## config.mk

```make
export PLATFORM = sky130hd
export DESIGN_NAME = fetch_queue_unit
export DESIGN_NICKNAME = d
export VERILOG_FILES = /design/src/rtl/fetch_pkg.sv /design/src/rtl/fetch_fifo.sv /design/src/rtl/fetch_queue_unit.sv
export SDC_FILE = /design/constraint.sdc
export NUM_CORES = 1
export LEC_CHECK = 0
export BUFFER_PORTS_ARGS = -buffer_cell sky130_fd_sc_hd__buf_2
export CAP_MARGIN = 5
export CORE_ASPECT_RATIO = 0.7
export CORE_MARGIN = 5
export CORE_UTILIZATION = 45
export DETAILED_ROUTE_END_ITERATION = 7
export GPL_TIMING_DRIVEN = 0
export PLACE_DENSITY = 0.61
export SYNTH_ARGS = -nofsm -noshare
export SYNTH_HDL_FRONTEND = slang
export SYNTH_SLANG_ARGS = --single-unit
```

## constraint.sdc

```tcl
create_clock -name clk -period 4.3 [get_ports clk]
set_clock_uncertainty 0.1 [all_clocks]
set_input_delay 0.43 -clock clk [delete_from_list [all_inputs] [get_ports clk]]
set_output_delay 0.43 -clock clk [all_outputs]
set_load 0.1 [all_outputs]
```

## src/rtl/fetch_pkg.sv

```systemverilog
// Shared constants, entry layout and sizing helper for the fetch front end.
package fetch_pkg;

  localparam logic [11:0] HALT_MASK_DEF  = 12'hFFF;
  localparam logic [11:0] HALT_VALUE_DEF = 12'h300;
  localparam int          ADDR_W_DEF     = 32;
  localparam int          INSN_W_DEF     = 32;

  // Queue entry at the default widths; the top rebuilds the same layout
  // from its own parameters so non-default widths stay consistent.
  typedef struct packed {
    logic [INSN_W_DEF-1:0] insn;
    logic [ADDR_W_DEF-1:0] pcPlus4;
  } queueEntry_t;

  // Occupancy counters must represent 0..depth inclusive.
  function automatic int cntWidth(input int depth);
    return $clog2(depth) + 1;
  endfunction

endpackage

```

## src/rtl/fetch_fifo.sv

```systemverilog
// Synchronous FIFO with single-cycle flush and occupancy count.
// Push while full is accepted only when a pop happens in the same cycle.
module fetch_fifo
  import fetch_pkg::*;
#(
  parameter int WIDTH = 32,
  parameter int DEPTH = 4,
  localparam int CW = cntWidth(DEPTH),
  localparam int PW = $clog2(DEPTH)
) (
  input  logic             clk,
  input  logic             reset_n,
  input  logic             flush,
  input  logic             push,
  input  logic [WIDTH-1:0] pushData,
  input  logic             pop,
  output logic [WIDTH-1:0] headData,
  output logic             empty,
  output logic [CW-1:0]    count
);

  logic [WIDTH-1:0] mem [DEPTH];
  logic [PW-1:0]    wrPtr;
  logic [PW-1:0]    rdPtr;
  logic             full;
  logic             doPush;
  logic             doPop;

  assign empty    = (count == '0);
  assign full     = (count == CW'(DEPTH));
  assign doPop    = pop & ~empty & ~flush;
  assign doPush   = push & ~flush & (~full | doPop);
  assign headData = mem[rdPtr];

  // Pointer and occupancy bookkeeping; flush discards every entry at once.
  always_ff @(posedge clk or negedge reset_n) begin
    if (!reset_n) begin
      wrPtr <= '0;
      rdPtr <= '0;
      count <= '0;
    end else if (flush) begin
      wrPtr <= '0;
      rdPtr <= '0;
      count <= '0;
    end else begin
      if (doPush) wrPtr <= wrPtr + PW'(1);
      if (doPop)  rdPtr <= rdPtr + PW'(1);
      count <= count + CW'(doPush) - CW'(doPop);
    end
  end

  // Storage array; contents are don't-care until written, so no reset.
  always_ff @(posedge clk) begin
    if (doPush) mem[wrPtr] <= pushData;
  end

endmodule

```

## src/rtl/fetch_queue_unit.sv

```systemverilog
// Decoupled fetch front end: credit-limited PC generator, in-flight address
// tracking, instruction queue to decode, redirect flush with stale-response
// discard, and halt-pattern detection.
module fetch_queue_unit
  import fetch_pkg::*;
#(
  parameter int                ADDR_W     = 32,
  parameter int                INSN_W     = 32,
  parameter int                DEPTH      = 4,
  parameter logic [ADDR_W-1:0] RESET_ADDR = '0,
  parameter logic [11:0]       HALT_MASK  = HALT_MASK_DEF,
  parameter logic [11:0]       HALT_VALUE = HALT_VALUE_DEF
) (
  input  logic              clk,
  input  logic              reset_n,
  input  logic              start_valid,
  input  logic [ADDR_W-1:0] start_addr,
  input  logic              redirect_valid,
  input  logic [ADDR_W-1:0] redirect_target,
  output logic              imem_req_valid,
  output logic [ADDR_W-1:0] imem_req_addr,
  input  logic              imem_req_ready,
  input  logic              imem_rsp_valid,
  input  logic [INSN_W-1:0] imem_rsp_data,
  output logic              id_valid,
  output logic [INSN_W-1:0] id_insn,
  output logic [ADDR_W-1:0] id_pc_plus4,
  input  logic              id_ready,
  output logic              halted
);

  localparam int CW = cntWidth(DEPTH);

  typedef struct packed {
    logic [INSN_W-1:0] insn;
    logic [ADDR_W-1:0] pcPlus4;
  } entry_t;

  logic [ADDR_W-1:0] pc;
  logic [CW-1:0]     outstanding;
  logic [CW-1:0]     dropCnt;
  logic [CW-1:0]     qCount;
  logic [CW-1:0]     aCount;
  logic [CW:0]       credUsed;
  logic              haltSeen;
  logic              flush;
  logic [ADDR_W-1:0] flushTarget;
  logic              reqFire;
  logic              rspKeep;
  logic              qPush;
  logic              popFire;
  logic              qEmpty;
  logic              aEmpty;
  logic [ADDR_W-1:0] rspAddr;
  entry_t            pushEntry;
  entry_t            headEntry;
  logic              unusedAddrCount;

  function automatic logic isHalt(input logic [11:0] low);
    return (low & HALT_MASK) == HALT_VALUE;
  endfunction

  // Once halted nothing may disturb the frozen state, so flushes are masked.
  assign flush       = (start_valid | redirect_valid) & ~halted;
  assign flushTarget = start_valid ? start_addr : redirect_target;

  // Queue occupancy plus requests in flight can never exceed DEPTH, which
  // is what guarantees every response has a queue slot waiting for it.
  assign credUsed       = {1'b0, qCount} + {1'b0, outstanding};
  assign imem_req_valid = reset_n & ~haltSeen & ~halted & ~flush
                        & (credUsed < (CW+1)'(DEPTH));
  assign imem_req_addr  = pc;
  assign reqFire        = imem_req_valid & imem_req_ready;

  // Responses owed to a flushed stream are consumed by dropCnt first.
  assign rspKeep = imem_rsp_valid & (dropCnt == '0) & ~flush & ~aEmpty;
  assign qPush   = rspKeep & ~halted;

  assign pushEntry.insn    = imem_rsp_data;
  assign pushEntry.pcPlus4 = rspAddr + ADDR_W'(4);

  assign id_valid    = ~qEmpty;
  assign popFire     = id_valid & id_ready;
  assign id_insn     = qEmpty ? '0 : headEntry.insn;
  assign id_pc_plus4 = qEmpty ? '0 : headEntry.pcPlus4;

  assign unusedAddrCount = ^aCount;

  // PC, credit and discard accounting plus halt tracking.
  always_ff @(posedge clk or negedge reset_n) begin
    if (!reset_n) begin
      pc          <= RESET_ADDR;
      outstanding <= '0;
      dropCnt     <= '0;
      haltSeen    <= 1'b0;
      halted      <= 1'b0;
    end else begin
      outstanding <= outstanding + CW'(reqFire) - CW'(imem_rsp_valid);
      if (flush) begin
        pc       <= flushTarget;
        dropCnt  <= outstanding - CW'(imem_rsp_valid);
        haltSeen <= 1'b0;
      end else begin
        if (reqFire) pc <= pc + ADDR_W'(4);
        if (imem_rsp_valid && dropCnt != '0) dropCnt <= dropCnt - CW'(1);
        if (qPush && isHalt(imem_rsp_data[11:0])) haltSeen <= 1'b1;
      end
      if (popFire && isHalt(headEntry.insn[11:0])) halted <= 1'b1;
    end
  end

  fetch_fifo #(
    .WIDTH ($bits(entry_t)),
    .DEPTH (DEPTH)
  ) entryQueue (
    .clk      (clk),
    .reset_n  (reset_n),
    .flush    (flush),
    .push     (qPush),
    .pushData (pushEntry),
    .pop      (popFire),
    .headData (headEntry),
    .empty    (qEmpty),
    .count    (qCount)
  );

  // Addresses of live (non-discarded) requests, in issue order.
  fetch_fifo #(
    .WIDTH (ADDR_W),
    .DEPTH (DEPTH)
  ) addrQueue (
    .clk      (clk),
    .reset_n  (reset_n),
    .flush    (flush),
    .push     (reqFire),
    .pushData (pc),
    .pop      (rspKeep),
    .headData (rspAddr),
    .empty    (aEmpty),
    .count    (aCount)
  );

endmodule

```

==> results.json, run 1 <==
{
  "final_common_cell": "edfxtp_1",
  "drt_wl_total_mm": 40.2,
  "power_density_nw_per_um2": 422,
  "postRouteAntennaNets": 0,
  "period_needed_ns": 3.72,
  "fillCellCount": 3315,
  "n_antenna_cell": 0,
  "io_buffers": 200,
  "coreArea_um2": 40900,
  "clk_pin_slew_ns": 0.06,
  "synth_cell_type_count": 56,
  "cts.sinks": 438,
  "crit_buf_inv": 6,
  "multi_input_area_um2": 5270,
  "cp.required_ns": 4.62,
  "hold_viol_final": 0,
  "drc": 0,
  "viasPerCell": 5.35,
  "post_cts_buffers": 0,
  "fp.dieArea_um2": 45400,
  "fin_crit_sh_pct": 86.6,
  "synth_fp_nets": 1173,
  "slowest_stage": "buf_4",
  "fmax_ghz": 0.269,
  "grt_pass1_wl_mm": 62.8,
  "finalCoreUtilization_pct": 53.7,
  "clockBufferDepth": 3,
  "ios": 202,
  "grt_pass1_vias": 10655,
  "stdcell_count": 1891,
  "first_iter_violations": 586,
  "cp_max_fo": 55,
  "seq_area_um2": 12900,
  "critPathCaptureType": "flip-flop",
  "critPathKind": "in -> reg",
  "yosysSeqAreaShare_pct": 69.5,
  "ys_warn_count": 0,
  "min_path_type": "in -> reg",
  "outcome": "finished clean",
  "ys_async_sr_fraction_pct": 12.3,
  "grt-ovfl-total": 0,
  "htreeDepth": 2,
  "syn-cell-area_um2": 18500,
  "gp_congestion": 0.823,
  "vias": 10114,
  "initial_utilization_pct": 45.3,
  "r2r_setup_slack_ns": 0.59,
  "slew_viol_final": 0,
  "crit_path_start_kind": "input port",
  "area_growth_pct": 18.4,
  "tightest_slew_ns": 0.869,
  "grt_setup_unrepaired": "no",
  "antenna_found_initial": 1,
  "timing.max_cap.violations": 0,
  "met2_usage_pct": 26.7,
  "dr.pass1.iters": 5,
  "fp.dieH_um": 180,
  "rows": 62,
  "cpLargestDelayFamily": "buffers and inverters",
  "slowest_delay_ns": 0.59,
  "busiest_layer": "met1",
  "synth_seq_cells": 438,
  "final_cell_mix": "384 x edfxtp_1, 208 x buf_2, 74 x mux4_2, 74 x and2_1, 54 x dfrtp_1",
  "syn_area_per_cell_um2": 17.7,
  "met3_usage_pct": 3.08,
  "setup_violations": 0,
  "die_w_um": 253,
  "synthCells": 1045,
  "met1_usage_pct": 27.8,
  "detail_route.wl_per_cell_um": 21.3,
  "crit_arrival_ns": 4.04,
  "synth_flop_cell": "edfxtp_1",
  "synth_edf_count": 384,
  "grtUsageTotal_pct": 17.7,
  "cts-buffers-inserted": 44,
  "layout-drive-gt1-share_pct": 27.8,
  "root_buffer": "clkbuf_16",
  "cts_tree": "done",
  "nNetsFinal": 1444,
  "place_inst": 1793,
  "crit_chain": "dlygate4sd3_1 -> buf_4 -> nor4b_1 -> and4_1 -> clkbuf_1 -> buf_2 -> nand2_1 -> ha_1 -> inv_1 -> ha_1 -> inv_1 -> fa_1 -> xnor2_1 -> xnor2_1",
  "grt_max_degree": 57,
  "leakagePower_nw": 7.74,
  "dpl.hpwl_mm": 27.2,
  "insertion_delay_ns": 0.55,
  "slew_headroom_pct": 42.1,
  "peakVddDrop_v": 0.000275
}
## logic make-up (layout without fill, tap and decap cells)
family / count (synthesis) / in the layout / share of synthesized area (%)
AOI/OAI and AO/OA: 78 / 78 / 2.80
and+or+nand+nor: 257 / 257 / 8.17
DFF: 438 / 438 / 69.5
adders and majority gates: 25 / 25 / 1.81
buffers and inverters: 80 / 382 / 2.07
xor gates and xnor gates: 56 / 56 / 2.65
muxes: 111 / 111 / 12.9
## state kept, by name, summed over array words and instances, names as in the netlist
signal / flops
entryQueue.mem: 256
addrQueue.mem: 128
imem_req_addr: 32
addrQueue.count: 3
dropCnt: 3
entryQueue.count: 3
outstanding: 3
addrQueue.rdPtr: 2
addrQueue.wrPtr: 2
entryQueue.rdPtr: 2
entryQueue.wrPtr: 2
haltSeen: 1
halted: 1
## cell usage after synthesis, types with 9 or more instances
cell type | count | area [µm²]
nand3_1 | 18 | 90.1
ha_1 | 22 | 275
o21ai_0 | 12 | 60.1
mux4_2 | 74 | 1670
and2_1 | 82 | 513
inv_1 | 27 | 101
a211oi_1 | 24 | 180
xnor2_1 | 33 | 289
nor2b_1 | 21 | 131
a21oi_1 | 16 | 80.1
or3_1 | 10 | 62.6
dfrtp_1 | 54 | 1350
xor2_1 | 23 | 201
and3_1 | 15 | 93.8
buf_2 | 9 | 45.0
clkbuf_1 | 30 | 113
mux4_1 | 22 | 578
nor2_1 | 30 | 113
mux2i_1 | 12 | 120
nand2_1 | 30 | 113
nand4_1 | 23 | 144
edfxtp_1 | 384 | 11500
## what timing repair did
action / 4_1_cts / 5_1_grt
hold buffers: 20 / 1
gates resized for setup: 0 / 0
endpoints found under the hold margin: 80 / 54
## worst register-to-register path, cell delays in order (launching register included)
cell	delay, ns
dfrtp_1	0.50
o21ba_2	0.29
clkbuf_1	0.32
clkbuf_1	0.47
clkbuf_1	0.48
nor2_1	0.11
ha_1	0.29
inv_1	0.06
ha_1	0.14
inv_1	0.05
fa_1	0.38
xor2_1	0.18
xnor2_1	0.14
nor2_1	0.05
## per-layer routing
| layer | up-vias | routed length (µm) |
|---|---|---|
| li1 | 4689 | - |
| met1 | 5114 | 19300 |
| met2 | 271 | 18200 |
| met3 | 40 | 2240 |
| met4 | 0 | 519 |
| met5 | - | 0 |
## final cells by class
type | instances | share of cell area [%]
buffer | 53 | 1.29
clock buffer | 53 | 5.32
clock inverter | 24 | 1.03
inverter | 27 | 0.462
multi-input combinational | 527 | 24.0
sequential | 438 | 58.7
tap | 544 | 3.10
timing repair buffer | 225 | 6.04
## metrics by stage
stage	setup TNS [ns]	setup WS, ns	power (mW)	hold slack, ns	area [µm²]
CTS	0	0.470	9.37	0.0115	21900
detailed placement	0	0.0858	5.61	0.413	20300
global placement	-214.90	-0.729	5.60	0.410	20200
finish	0	0.577	9.27	0.0389	21900
global route	0	0.278	9.64	0.0171	21900
floorplan	0	0.369	5.37	0.0344	18500
## power breakdown
part	total, mW	internal (mW)	switching, mW	leakage (nW)
Sequential	4.84	4.71	0.125	4.12
Combinational	0.693	0.203	0.491	2.95
Clock	3.73	2.17	1.56	0.683
Total	9.27	7.09	2.18	7.74
## path summary, 6_finish.rpt
kind / startpoint / endpoint / cells past startpoint
min: imem_rsp_data[8] / entryQueue.mem[3][40] / 1
max: reset_n / outstanding[2] / 14
max in group asynchronous: reset_n / dropCnt[0] / 2
max reg2reg: halted / addrQueue.count[2] / 13
min in group asynchronous: reset_n / addrQueue.rdPtr[1] / 2
min reg2reg: haltSeen / haltSeen / 2
Power figures use the tool's default switching activity.
==> run 2, diff against run 1 <==
--- a/config.mk
+++ b/config.mk
@@ -13,6 +13,7 @@
 export DETAILED_ROUTE_END_ITERATION = 7
 export GPL_TIMING_DRIVEN = 0
 export PLACE_DENSITY = 0.61
+export REMOVE_ABC_BUFFERS = 1
 export SYNTH_ARGS = -nofsm -noshare
 export SYNTH_HDL_FRONTEND = slang
 export SYNTH_SLANG_ARGS = --single-unit
==> results.json, run 2 (synthesis results as in run 1) <==
{
  "outcome": "finished clean",
  "wl_met1_mm": 17.3,
  "initial_utilization_pct": 45.3,
  "grt_pass1_vias": 10670,
  "slew_headroom_pct": 24.8,
  "min_from": "imem_rsp_data[10]",
  "dpl.hpwl_mm": 25.1,
  "cts.sinks": 438,
  "holdPathEnd": "entryQueue.mem[3][42]",
  "crit_buf_inv": 4,
  "drt_wl_total_mm": 39.0,
  "first_iter_violations": 669,
  "place_inst": 1749,
  "tightest_slew_ns": 1.13,
  "cts_hold_buf": 27,
  "coreArea_um2": 40900,
  "power_density_nw_per_um2": 420,
  "finalCoreUtilization_pct": 53.5,
  "grt-ovfl-total": 0,
  "startpoint": "reset_n",
  "peakVddDrop_v": 0.000252,
  "fin_crit_sh_pct": 91.3,
  "wl_met3_mm": 1.77,
  "r2r_setup_slack_ns": 0.48,
  "postRouteAntennaNets": 0,
  "drc": 0,
  "fp.dieArea_um2": 45400,
  "grtUsageTotal_pct": 17.3,
  "htreeDepth": 2,
  "crit_arrival_ns": 4.27,
  "clockBufferDepth": 3,
  "die_w_um": 253,
  "wl_met2_mm": 19.3,
  "detail_route.wl_per_cell_um": 21.1,
  "root_buffer": "clkbuf_16",
  "slowest_stage": "and4_1",
  "post_cts_buffers": 0,
  "slew_viol_final": 0,
  "io_buffers": 201,
  "regMostFlops": "entryQueue.mem",
  "preCtsSetupSlack_ns": -0.0537,
  "final.setup.tns_ns": 0,
  "gp_congestion": 0.765,
  "whs_ns": 0.0306,
  "worstRegToRegCells": 11,
  "clk_pin_slew_ns": 0.07,
  "ios": 202,
  "nNetsFinal": 1405,
  "hold_viol_final": 0,
  "cts_tree": "done",
  "fmax_ghz": 0.255,
  "final_cell_mix": "384 x edfxtp_1, 201 x buf_2, 74 x mux4_2, 74 x and2_1, 50 x dfrtp_1",
  "fillCellCount": 3249,
  "critPathCaptureType": "flip-flop",
  "grt_pass1_wl_mm": 61.7,
  "grt_max_degree": 59,
  "crit_path_start_kind": "input port",
  "stdcell_count": 1850,
  "fp.dieH_um": 180,
  "area_growth_pct": 18.1,
  "timing.max_cap.violations": 0,
  "setup_violations": 0,
  "rows": 62,
  "r2r_end": "outstanding[2]",
  "final_common_cell": "edfxtp_1",
  "slowest_delay_ns": 0.84,
  "n_antenna_cell": 0,
  "cts-buffers-inserted": 43,
  "layout-drive-gt1-share_pct": 28.7,
  "viasPerCell": 5.40,
  "cpLargestDelayFamily": "simple AND/OR/NAND/NOR gates",
  "crit_chain": "dlygate4sd3_1 -> buf_2 -> nor4b_1 -> and4_1 -> nand2_1 -> ha_1 -> inv_1 -> ha_1 -> inv_1 -> fa_1 -> xnor2_1 -> xnor2_1",
  "dr.pass1.iters": 5,
  "period_needed_ns": 3.92,
  "leakagePower_nw": 7.69,
  "antenna_found_initial": 0,
  "cp_max_fo": 24,
  "insertion_delay_ns": 0.56,
  "setup_slack_ns": 0.375,
  "cp.required_ns": 4.65,
  "r2r_start": "outstanding[2]",
  "min_path_type": "in -> reg",
  "vias": 9990,
  "min_path_cells": 1,
  "largest_reg_flops": 256,
  "maxUsedRoutingLayer": "met4",
  "grt_setup_unrepaired": "no",
  "critPathKind": "in -> reg",
  "cts_resized": 0
}
run 2: power by group:
group	internal [mW]	total [mW]	switching, mW
Combinational	0.205	0.696	0.491
Clock	2.11	3.65	1.55
Sequential	4.71	4.83	0.113
Total	7.02	9.18	2.15
run 2: worst max-delay path by stage:
stage | endpoint | slack (ns) | cells past startpoint
4_1_cts | outstanding[2] | 0.39 | 12
3_3_place_gp | addrQueue.mem[3][21] | -3.56 | 5
2_1_floorplan | addrQueue.mem[0][0] | -1.24 | 4
5_1_grt | outstanding[2] | 0.07 | 12
6_report | outstanding[2] | 0.38 | 12
3_5_place_dp | outstanding[2] | -0.05 | 11
run 2: routing by layer:
| layer | global-route usage [%] | up-vias |
|---|---|---|
| met1 | 24.2 | 5159 |
| met2 | 28.9 | 207 |
| met5 | 0 | - |
| li1 | - | 4585 |
| met4 | 3.56 | 0 |
| met3 | 3.00 | 39 |
run 2: cell type report:
cell class | instances | area, µm² | area share [%]
Multi-Input combinational cell | 527 | 5290 | 24.2
Timing Repair Buffer | 240 | 1560 | 7.14
Clock inverter | 25 | 234 | 1.07
Inverter | 27 | 101 | 0.463
Sequential cell | 438 | 12900 | 58.9
Clock buffer | 49 | 1120 | 5.11
Tap cell | 544 | 681 | 3.11
run 2: metrics by stage:
step / power (mW) / area, µm²
after floorplan: 5.36 / 18200
after CTS: 9.28 / 21900
final: 9.18 / 21900
after global routing: 9.54 / 21900
after global placement: 5.58 / 19900
after detailed placement: 5.60 / 20300
